==> config.mk <==
export PLATFORM = sky130hd
export DESIGN_NAME = store_rmw_seq
export DESIGN_NICKNAME = d
export VERILOG_FILES = /design/src/rtl/store_pkg.sv /design/src/rtl/store_lane_merge.sv /design/src/rtl/store_rmw_seq.sv
export SDC_FILE = /design/constraint.sdc
export NUM_CORES = 1
export LEC_CHECK = 0
export ABC_AREA = 1
export CAP_MARGIN = 20
export CORE_UTILIZATION = 48
export DETAILED_ROUTE_END_ITERATION = 7
export GPL_ROUTABILITY_DRIVEN = 0
export PLACE_DENSITY_LB_ADDON = 0.15
export SLEW_MARGIN = 20
export SYNTH_ARGS = -nofsm -noshare
export SYNTH_HDL_FRONTEND = slang
export SYNTH_SLANG_ARGS = --single-unit
==> constraint.sdc <==
create_clock -name clk -period 3.5 [get_ports clk]
set_input_delay 0.7 -clock clk [delete_from_list [all_inputs] [get_ports clk]]
set_output_delay 0.7 -clock clk [all_outputs]
set_load 0.02 [all_outputs]
==> src/rtl/store_pkg.sv <==
// rtl/store_pkg.sv - shared encodings for the store read-modify-write sequencer
package store_pkg;

    localparam logic [1:0] SEL_BYTE = 2'b00;
    localparam logic [1:0] SEL_HALF = 2'b01;
    localparam logic [1:0] SEL_WORD = 2'b10;

    typedef enum logic [2:0] {
        ST_IDLE = 3'd0,
        ST_RD   = 3'd1,
        ST_WAIT = 3'd2,
        ST_WR   = 3'd3,
        ST_DONE = 3'd4
    } state_t;

    // Byte and halfword stores need the old word; 10 and 11 both mean a full word.
    function automatic logic is_partial(input logic [1:0] sel);
        return (sel == SEL_BYTE) || (sel == SEL_HALF);
    endfunction

endpackage

==> src/rtl/store_lane_merge.sv <==
// rtl/store_lane_merge.sv - merges the low lane of the store data into the old memory word
module store_lane_merge
    import store_pkg::*;
(
    input  logic [1:0]  sel,
    input  logic [31:0] b,
    input  logic [31:0] mdr,
    output logic [31:0] merged
);

    always_comb begin
        merged = b;
        case (sel)
            SEL_BYTE: merged = {mdr[31:8], b[7:0]};
            SEL_HALF: merged = {mdr[31:16], b[15:0]};
            default:  merged = b;
        endcase
    end

endmodule

==> src/rtl/store_rmw_seq.sv <==
// rtl/store_rmw_seq.sv - sequences sb/sh as read-modify-write and sw as a single write
module store_rmw_seq
    import store_pkg::*;
#(
    parameter int MEM_LAT = 1
) (
    input  logic        clk,
    input  logic        reset,
    input  logic        start,
    input  logic [1:0]  storeSel,
    input  logic [31:0] addrIn,
    input  logic [31:0] bOut,
    input  logic [31:0] memRdata,
    output logic        busy,
    output logic        done,
    output logic [31:0] memAddr,
    output logic        memRd,
    output logic        memWr,
    output logic [31:0] memWdata,
    output logic [31:0] mdrOut
);

    localparam int CNT_W = (MEM_LAT > 1) ? $clog2(MEM_LAT) : 1;
    localparam logic [CNT_W-1:0] CNT_LOAD = CNT_W'(MEM_LAT - 1);

    state_t           state_q, state_d;
    logic [1:0]       sel_q, sel_d;
    logic [31:0]      addr_q, addr_d;
    logic [31:0]      b_q, b_d;
    logic [31:0]      mdr_q, mdr_d;
    logic [31:0]      wdata_q, wdata_d;
    logic [CNT_W-1:0] cnt_q, cnt_d;
    logic [31:0]      merged;

    store_lane_merge u_merge (
        .sel    (sel_q),
        .b      (b_q),
        .mdr    (memRdata),
        .merged (merged)
    );

    always_ff @(posedge clk) begin
        if (!reset) begin
            state_q <= ST_IDLE;
            sel_q   <= '0;
            addr_q  <= '0;
            b_q     <= '0;
            mdr_q   <= '0;
            wdata_q <= '0;
            cnt_q   <= '0;
        end else begin
            state_q <= state_d;
            sel_q   <= sel_d;
            addr_q  <= addr_d;
            b_q     <= b_d;
            mdr_q   <= mdr_d;
            wdata_q <= wdata_d;
            cnt_q   <= cnt_d;
        end
    end

    always_comb begin
        state_d = state_q;
        sel_d   = sel_q;
        addr_d  = addr_q;
        b_d     = b_q;
        mdr_d   = mdr_q;
        wdata_d = wdata_q;
        cnt_d   = cnt_q;
        busy    = (state_q != ST_IDLE);
        done    = 1'b0;
        memRd   = 1'b0;
        memWr   = 1'b0;

        case (state_q)
            ST_IDLE: begin
                if (start) begin
                    sel_d  = storeSel;
                    addr_d = addrIn;
                    b_d    = bOut;
                    if (is_partial(storeSel)) begin
                        state_d = ST_RD;
                    end else begin
                        // Full word skips the read; the old word in mdr is left alone.
                        wdata_d = bOut;
                        state_d = ST_WR;
                    end
                end
            end
            ST_RD: begin
                memRd   = 1'b1;
                cnt_d   = CNT_LOAD;
                state_d = ST_WAIT;
            end
            ST_WAIT: begin
                if (cnt_q == '0) begin
                    mdr_d   = memRdata;
                    wdata_d = merged;
                    state_d = ST_WR;
                end else begin
                    cnt_d = cnt_q - CNT_W'(1);
                end
            end
            ST_WR: begin
                memWr   = 1'b1;
                state_d = ST_DONE;
            end
            ST_DONE: begin
                done    = 1'b1;
                state_d = ST_IDLE;
            end
            default: begin
                state_d = ST_IDLE;
            end
        endcase
    end

    assign memAddr  = addr_q;
    assign memWdata = wdata_q;
    assign mdrOut   = mdr_q;

endmodule
==> flow_summary.toml, run 1 <==
[cells_and_area]
drive_above_1_share_pct = 4.44
syn2layout_area_growth_pct = 45.7
final_cells = 1130
nFillCells = 934
layout_commonest_cell = "clkdlybuf4s50_1"
multi_input_comb_area_sq_um = 2180
final_nets = 1078
layout_common_cells = "clkdlybuf4s50_1, nand2_1, dfxtp_1, inv_1, a21oi_1"
regArea_sq_um = 2660
num_antenna_cells = 0

[placement]
dpl.hpwl_microns = 9330
numPortBuffers = 200
placedCellCount = 1098

[detailed_routing]
vias = 5368
drc_errors = 0
drtAntennaViolNets = 0
drt_wl_total_microns = 14200
wl_per_cell_microns = 12.6
dr.pass1.iters = 5
via_per_inst = 4.75
drt_iter0_drc = 312

[logic_synthesis]
synth_area_sq_um = 5580
ys_ff_latch = 133
syn-num-nets = 903
synthDistinctLibCells = 23
yosysWarningCount = 0
postSynthAreaPerCell_sq_um = 6.95
synth_seq_area_share_pct = 47.7
synth_cells = 802

[pwr]
internal-power_mw = 3.32
seqPwrFrac_pct = 38.7
p_leak_nw = 3.50
pwr-share-clk_pct = 35.3
power_frac_comb_pct = 26.1
p_switching_mw = 1.39
peakVddDrop_uv = 363
power_density_nw_per_um2 = 580
switching_share_pct = 29.6
p_total_mw = 4.71

[setup_path]
critical_path_class = "register to primary output"
critPathSlowestCell = "clkdlybuf4s50_1"
worstPathRequired_ns = 2.80
rr_startpoint = "state_q[1]"
cp-end-kind = "primary output"
r2r_slack_ns = 1.44
r2r-end = "memWdata[28]"
r2r_cells = 7
critical_path.cell_chain = "inv_1 > nor2_1 > clkdlybuf4s50_1"
cpPeakStageDelay_ns = 0.62
crit_path_start_kind = "register"
cp_max_fo = 7
critPathArrivalTime_ns = 1.83

[sta]
tightest_slew_ns = 0.957
fmax_mhz = 395
hold_slack_ns = 0.440
fin_crit_ns = 2.53
clock_skew_ns = 0.00664
hold_viol = 0
slew-limit-headroom_pct = 36.0
rsz0062_at_grt = "no"
finalSetupViolCount = 0
setup_tns_ns = 0
period_share_pct = 72.4
slew_viol_final = 0

[clocking]
root_buffer = "clkbuf_16"
hold_buffers = 0
cts_setup_buffers = 0
cts_buffers = 17
cts_resized = 0
cts_tree = "yes"
cts.clk_slew.worst_paths_ns = 0.05
cts_buffer_depth = 2
clkLatencyLatePin_ns = 0.41
htree_num_levels = 4
cts_sinks = 133

[run_status]
outcome = "completed"

[floorplanning]
start_util_pct = 50.3
fp.dieH_microns = 110
num_rows = 38
core_sq_um = 11100
die_x_microns = 110
ioPinCount = 201
dieArea_sq_um = 12100

[min_path]
min_delay_worst_endpoint = "memAddr[30]"
worstHoldStart = "memAddr[30]"
holdCritPathClass = "register to register"
holdPathStages = 2

[global_route]
grt.total_usage_pct = 24.4
grt_pass1_vias = 4692
grt_max_degree = 72
gr-total-overflow = 0
grt_pass1_wl_microns = 22500
antenna_found_initial = 0

[flow_run]
maxCapViolCount = 0
stage by stage:
stage                     setup slack (ns)  area, sq um  utilization (%)
final                                0.967         8120             73.3
after global routing                 0.895         8120             73.3
after CTS                            0.946         8120             73.3
after detailed placement              1.01         7560             68.2
after global placement                1.07         7560             68.2
after floorplan                       1.82         5580                -
critical path, delay by kind of cell, from the launching register on:
kind | cells | cell delay (ns)
buffers and inverters | 2 | 0.73
and+or+nand+nor | 1 | 0.12
DFF | 1 | 0.58
worst max path at each step:
stage                    start     end  cells past startpoint  slack (ns)
floorplan           state_q[0]   memRd                      2        1.82
global placement         start  b_q[7]                      5        1.07
detailed placement       start  b_q[7]                      5        1.01
CTS                 state_q[2]    done                      3        0.95
global route        state_q[2]    done                      3        0.89
finish              state_q[2]    done                      3        0.97
cells in the mapped netlist, drive strengths merged:
cell type	number	share of area [%]
nand2	167	11
dfxtp	133	48
o21ai	130	12
inv	126	8.5
a21oi	90	8.1
nor2	86	6.2
buf	32	3.4
clkbuf	21	1.4
nand3	10	0.99
nor3	3	0.27
clkinv	1	0.067
nand3b	1	0.13
nand4	1	0.11
nor4	1	0.11
power groups by stage:
stage	Sequential, mW	Combinational, mW	Clock [mW]
finish	1.82	1.23	1.66
global route	1.85	1.36	1.77
CTS	1.82	1.23	1.69
detailed placement	1.85	1.22	0
global placement	1.84	1.21	0
floorplan	2.02	0.539	0
registers in the layout (all words and copies together), names as in the netlist:
signal    cells
b_q          32
sel_q         2
state_q       3
mdrOut       32
memWdata     32
memAddr      32
cell type report:
class                   instances  area share, %
repair buffers                209           25.4
inverters                     127           5.87
flip-flops and latches        133           32.8
multi-input cells             489           26.8
well taps                     140           2.16
clock inverters                 2          0.123
clock buffers                  30           6.82
logic make-up after synthesis:
| family | Yosys count | share of synthesized area [%] |
|---|---|---|
| buffers and inverters | 180 | 13.4 |
| AOI/OAI and AO/OA | 220 | 19.7 |
| and+or+nand+nor | 269 | 19.1 |
| DFF | 133 | 47.7 |
metal layers:
layer | global-route usage (%) | part of all wire, % | vias to the layer above
li1 | - | - | 2846
met5 | 0 | 0 | -
met2 | 37.7 | 46 | 169
met4 | 9.24 | 1.3 | 0
met3 | 9.31 | 7.9 | 13
met1 | 30.8 | 45 | 2340
Note: power is estimated with default switching activity, not from simulation.
==> run 2, diff against run 1 <==
- CORE_UTILIZATION: 48 -> 41
- clock period: 3.5 -> 2.3 ns (I/O delays scaled with it)
==> flow_summary.toml, run 2 (same netlist as run 1, synthesis figures left out) <==
[sta]
slew-limit-headroom_pct = 63.3
tightest_slew_ns = 0.550
fin_crit_ns = 2.18
slew_viol_final = 0
fmax_mhz = 459
rsz0062_at_grt = "no"
period_share_pct = 94.7
hold_slack_ns = 0.441
hold_viol = 0
clock_skew_ns = 0.00500
setup_tns_ns = 0
finalSetupViolCount = 0

[cells_and_area]
num_antenna_cells = 0
layout_common_cells = "clkdlybuf4s50_1, nand2_1, dfxtp_1, inv_1, a21oi_1"
layout_commonest_cell = "clkdlybuf4s50_1"
drive_above_1_share_pct = 5.33
final_nets = 1082
final_cells = 1170
syn2layout_area_growth_pct = 49.6

[floorplanning]
num_rows = 42
dieArea_sq_um = 14100
fp.dieH_microns = 119
core_sq_um = 13200
start_util_pct = 42.1
ioPinCount = 201
die_x_microns = 119

[pwr]
power_density_nw_per_um2 = 900
seqPwrFrac_pct = 36.9
power_frac_comb_pct = 25.6
p_leak_nw = 3.61
pwr-share-clk_pct = 37.5
internal-power_mw = 5.34
p_switching_mw = 2.16
peakVddDrop_uv = 516
switching_share_pct = 28.8

[detailed_routing]
via_per_inst = 4.52
top_layer = "met4"
vias = 5289
wl_per_cell_microns = 12.1
drt-met1-wl_microns = 6710
drtAntennaViolNets = 0
dr_wl_met2_microns = 6150
drt_wl_total_microns = 14200
wl_met3_microns = 1050
drt_iter0_drc = 343
dr.pass1.iters = 4
drc_errors = 0

[clocking]
cts_tree = "yes"
cts_buffers = 17
cts_sinks = 133
root_buffer = "clkbuf_16"
hold_buffers = 0
cts_buffer_depth = 2
htree_num_levels = 4
cts.clk_slew.worst_paths_ns = 0.05
clkLatencyLatePin_ns = 0.41

[setup_path]
cp_max_fo = 6
critical_path.cell_chain = "nand2_1 > nor2_1 > clkdlybuf4s50_1"
crit_path_start_kind = "register"
critPathArrivalTime_ns = 1.72
critical_path_class = "register to primary output"
cp-end-kind = "primary output"
cpPeakStageDelay_ns = 0.63
critPathSlowestCell = "clkdlybuf4s50_1"
worstPathRequired_ns = 1.84

[global_route]
gr-total-overflow = 0
antenna_found_initial = 0
grt_pass1_wl_microns = 23500
grt_max_degree = 65
grt.total_usage_pct = 21.1
grt_pass1_vias = 4729

[flow_run]
maxCapViolCount = 0

[placement]
numPortBuffers = 200
placedCellCount = 1138
dpl.hpwl_microns = 9450

[min_path]
holdCritPathClass = "register to register"

[run_status]
outcome = "completed"
==> run 2: cell types whose count changed in the layout (fill, tap and decap cells not counted), sizes merged <==
cell,change
clkbuf,-9
buf,+4
clkinv,+5
dlymetal6s2s,+2
bufinv,+4
clkdlybuf4s50,-2
==> run 2: through the flow <==
stage          setup WS, ns  cell area, sq um  utilization [%]  total power, mW
2_1_floorplan         0.859              5580                -             3.90
3_3_place_gp          0.354              7720             58.3             4.72
3_5_place_dp          0.279              7720             58.3             4.74
4_1_cts              0.0209              8340             63.0             7.58
5_1_grt             0.00921              8340             63.0             7.94
6_report              0.122              8340             63.0             7.51
==> run 2: layer usage <==
layer / global-route usage (%) / vias up
li1: - / 2858
met1: 27.4 / 2256
met2: 31.8 / 154
met3: 7.29 / 21
met4: 8.54 / 0
met5: 0 / -
==> run 2: path summary, 6_finish.rpt <==
path / slack [ns] / depth (start not counted) / from / end
worst max register to register: 0.66 / 7 / state_q[1] / memWdata[9]
worst min-delay path: 0.44 / 2 / b_q[31] / b_q[31]
worst min register to register: 0.44 / 2 / b_q[31] / b_q[31]
worst max-delay path: 0.12 / 3 / state_q[1] / memWr
==> run 2: worst max-delay path: cells and delay by family (launching register included) <==
| family | cells | cell delay, ns |
|---|---|---|
| buffers and inverters | 1 | 0.63 |
| DFF | 1 | 0.44 |
| and+or+nand+nor | 2 | 0.24 |
==> run 2: what timing repair did <==
| action | in CTS | in global routing |
|---|---|---|
| hold endpoints to repair | 0 | 0 |
| resized for setup | 1 | 3 |
| setup buffers | 0 | 0 |
| setup endpoints to repair | 1 | 3 |
==> run 2: cell type report <==
type | count | area, sq um
multi-input combinational | 489 | 2180
tap | 176 | 220
inverter | 127 | 477
clock inverter | 11 | 155
sequential | 133 | 2670
timing repair buffer | 213 | 2190
fill | 1238 | 4900
clock buffer | 21 | 460
==> run 2: power by group through the flow <==
stage                     registers (mW)  logic, mW  clock network (mW)
after floorplan                     3.08      0.820                   0
after CTS                           2.77       1.94                2.87
after global routing                2.81       2.12                3.01
final                               2.77       1.92                2.82
after global placement              2.81       1.92                   0
after detailed placement            2.81       1.92                   0
==> run 3, diff against run 2 <==
- clock period: 2.3 -> 1.9 ns (I/O delays scaled with it)
==> flow_summary.toml, run 3 (same netlist as run 1, synthesis figures left out) <==
[cells_and_area]
syn2layout_area_growth_pct = 47.9
num_antenna_cells = 0
layout_common_cells = "clkdlybuf4s50_1, nand2_1, dfxtp_1, inv_1, a21oi_1"
final_nets = 1083
final_cells = 1168
layout_commonest_cell = "clkdlybuf4s50_1"
final_area_sq_um = 8250
drive_above_1_share_pct = 5.14

[placement]
dpl.hpwl_microns = 9610
placedCellCount = 1139
placedInstanceArea_sq_um = 7740
numPortBuffers = 200

[detailed_routing]
drc_errors = 0
drtAntennaViolNets = 0
wl_per_cell_microns = 12.2
via_per_inst = 4.53
drt_wl_total_microns = 14200
drt_iter0_drc = 325
vias = 5286
dr.pass1.iters = 5

[global_route]
grt_pass1_wl_microns = 24100
gr-total-overflow = 0
grt.total_usage_pct = 21.5
grt_max_degree = 63
antenna_found_initial = 0
grt_pass1_vias = 4883

[sta]
slew-limit-headroom_pct = 67.2
fin_crit_ns = 1.79
period_share_pct = 94.3
slew_viol_final = 0
hold_viol = 0
tightest_slew_ns = 0.490
setup_tns_ns = 0
hold_slack_ns = 0.327
rsz0062_at_grt = "no"
clock_skew_ns = 0.00587
finalSetupViolCount = 0
fmax_mhz = 558

[setup_path]
worstPathRequired_ns = 1.52
rr_startpoint = "state_q[0]"
worst-path-buf-inv = 1
cpPeakStageDelay_ns = 0.65
critPathLaunch = "mdrOut[1]"
critPathSlowestCell = "clkdlybuf4s50_1"
cp-end-kind = "primary output"
critPathArrivalTime_ns = 1.41
crit_family = "buffers and inverters"
crit_path_start_kind = "register"
cp_max_fo = 2
critical_path_class = "register to primary output"
critical_path.cell_chain = "clkdlybuf4s50_1"

[clocking]
clkLatencyLatePin_ns = 0.41
cts.clk_slew.worst_paths_ns = 0.06
htree_num_levels = 4
cts_buffers = 17
root_buffer = "clkbuf_16"
cts_tree = "yes"
cts_sinks = 133
cts_buffer_depth = 2

[floorplanning]
start_util_pct = 42.1
fp.dieH_microns = 119
dieArea_sq_um = 14100
die_x_microns = 119
core_sq_um = 13200
num_rows = 42
ioPinCount = 201

[flow_run]
maxCapViolCount = 0

[min_path]
worstHoldStart = "reset"
holdCritPathClass = "input pin to register"

[pwr]
p_leak_nw = 3.55
power_density_nw_per_um2 = 1040
peakVddDrop_uv = 543
p_total_mw = 8.55

[run_status]
outcome = "completed"
run 3: cell type report:
class | count | area (sq um)
clock buffers | 23 | 478
clock inverters | 6 | 30.0
fillers | 1254 | 4990
inverters | 127 | 477
multi-input cells | 489 | 2180
flip-flops and latches | 133 | 2670
well taps | 176 | 220
repair buffers | 214 | 2200
run 3: worst paths after layout:
check             cells after the start     endpoint  slack, ns
hold / removal                        3  memAddr[13]       0.33
setup / recovery                      1    mdrOut[1]       0.11
hold reg to reg                       2   memAddr[3]       0.44
setup reg to reg                      7   mdrOut[10]       0.43
run 3: metrics by stage:
step / setup WS, ns / utilization (%)
2_1_floorplan: 0.539 / -
3_3_place_gp: 0.119 / 58.5
3_5_place_dp: 0.0746 / 58.5
4_1_cts: 0.0595 / 62.3
5_1_grt: 0.00569 / 62.3
6_report: 0.108 / 62.3
run 3: per-layer routing:
metal	routed length [microns]	GRT usage, %	up-vias
met3	1040	7.87	11
met1	6680	27.5	2277
met5	0	0	-
li1	-	-	2856
met4	147	7.59	0
met2	6340	33.2	142
run 3: report_power, final:
group | switching, mW | internal [mW] | total, mW | leakage (nW)
clock | 1.13 | 1.73 | 2.86 | 0.258
sequential | 0.189 | 3.17 | 3.36 | 1.10
combinational | 1.27 | 1.07 | 2.34 | 2.20
total | 2.59 | 5.97 | 8.55 | 3.55
run 3: timing repair:
| item | in CTS | in global routing |
|---|---|---|
| endpoints found under the setup margin | 4 | 3 |
| hold buffers | 0 | 0 |
| setup buffers | 0 | 0 |
| gates resized for setup | 6 | 2 |
==> edit (settings of run 1) <==
Set the parameter `MEM_LAT` to 2 (it was 1).
--- a/src/rtl/store_rmw_seq.sv
+++ b/src/rtl/store_rmw_seq.sv
@@ -2,7 +2,7 @@
 module store_rmw_seq
     import store_pkg::*;
 #(
-    parameter int MEM_LAT = 1
+    parameter int MEM_LAT = 2
 ) (
     input  logic        clk,
     input  logic        reset,
Formal check against the unedited RTL: not equivalent (Yosys sat finds a counterexample within 4 cycles, from zero or initial values and one cycle with reset low).
==> edit against run 1 <==
Sequential cell count up 1; critical path type unchanged; synthesized cell count rose by 3.1%; largest cell class unchanged; highest routed layer unchanged; worst setup slack got worse by 0.011 ns; wire length grew 13%; critical path depth grew 1; total power grew 5.9%; first-iteration DRC count increased by 30%; cell area is 0.95% higher; core utilization fell by 1.2 points; register-to-register slack worse by 0.08 ns; synthesized area up 0.29%.
==> edit: results (changes against run 1) <==
IR drop worst, VDD 0.438 mV (was 0.363 mV); leak pwr 3.51 nW (was 3.50 nW); skew final 0.00594 ns (was 0.00664 ns); DR iter-0 viols 405 (was 312); Area after DPL 0.00761 mm2 (was 0.00756 mm2); largest net degree at the start of global routing 91 (was 72); router iterations before antenna repair 4 (was 5); H-tree depth 4 (unchanged); routed wire length 16.1 mm (was 14.2 mm); most common library cells after synthesis nand2_1, dfxtp_1, a21oi_1, inv_1, nor2_1 (was nand2_1, dfxtp_1, inv_1, a21oi_1, o21ai_0); fillcell total 992 (was 934); worst path arrival time 1.84 ns; R2R setup slack 1.36 ns (was 1.44 ns); Hold Startpoint b_q[26] (was memAddr[30]); result of the run finished clean (unchanged); Slowest cell on crit path clkdlybuf4s50_1 (unchanged); worst hold endpoint b_q[26] (was memAddr[30]); worst r2r path cells 6 (was 7); layout cells sized above 1 4.82% (was 4.44%); CP max FO 7 (unchanged); Synth Area in XOR/XNOR 0% (unchanged); via/cell ratio 4.91 (was 4.75); worst flop-to-flop path endpoint memWdata[7] (was memWdata[28]); Distinct cells, synth 20 (was 23); detailed placer's ending HPWL 10.3 mm (was 9.33 mm); Yosys warning count 0 (unchanged); diodes inserted 0 (unchanged); Layout Cells excl Fill 1,159 (was 1,130); Avg Synthesized Cell Area 6.76 um2 (was 6.95 um2); fin nets 1,104 (was 1,078); Tightest Pin Transition 0.889 ns (was 0.957 ns); CTS Buf Count 17 (unchanged); Seq/Total Area, Yosys 48.0% (was 47.7%); Post-Synth Adder-Cell Area 0% (unchanged); worst hold margin 0.447 ns (was 0.440 ns); compound-cell area share of the yosys netlist 12.2% (was 19.7%); first-pass GRT wire length 25.4 mm (was 22.5 mm); vias in the first global route 5,360 (was 4,692); syn_nets 928 (was 903); Area contributors post-synth dfxtp_1, nand2_1, a21oi_1 (was dfxtp_1, nand2_1, inv_1); worst r2r src state_q[2] (was state_q[1]); GR Util All Layers 27.5% (was 24.4%)
[edit: where the power goes]
part           internal [mW]  total (mW)  switching [mW]
Clock                   1.13        1.78           0.647
Combinational          0.567        1.38           0.810
Sequential              1.73        1.83           0.106
Total                   3.43        4.99            1.56
[edit: area by class of cell]
type	count	area [um2]	share of cell area [%]
well taps	143	179	2.18
multi-input cells	568	2410	29.3
flip-flops and latches	134	2680	32.7
repair buffers	209	2060	25.2
inverters	73	274	3.34
clock inverters	10	100	1.22
clock buffers	22	494	6.03
[edit: stage by stage]
stage                     total power, mW  setup slack (ns)
after global routing                 5.26             0.845
after CTS                            5.01             0.930
final                                4.99             0.956
after global placement               3.21              1.08
after detailed placement             3.24              1.02
after floorplan                      2.67              1.85
[edit: how the worst max path moves through the flow]
stage | from | to | slack, ns
2_1_floorplan | state_q[0] | memWr | 1.85
3_3_place_gp | start | memWdata[30] | 1.08
3_5_place_dp | start | memWdata[7] | 1.02
4_1_cts | state_q[1] | memRd | 0.93
5_1_grt | state_q[1] | memRd | 0.85
6_report | state_q[1] | memRd | 0.96
[edit: worst max-delay path, delay by kind of cell, from the launching register on]
family	cells	cell delay [ns]
simple gates	1	0.18
buf+inv	3	0.90
flops	1	0.34
[edit: routing by layer]
metal / global-route usage (%) / routed length [um] / part of all wire, %
met5: 0 / 0 / 0
met4: 10.9 / 266 / 1.7
met3: 10.9 / 1400 / 8.7
met2: 46.7 / 7800 / 48
met1: 30.6 / 6620 / 41
[edit: kinds of logic (layout without fill, tap and decap cells)]
| kind of cell | after synthesis | count (layout) |
|---|---|---|
| AOI/OAI and AO/OA | 136 | 136 |
| buffers and inverters | 125 | 314 |
| DFF | 134 | 134 |
| and+or+nand+nor | 432 | 432 |
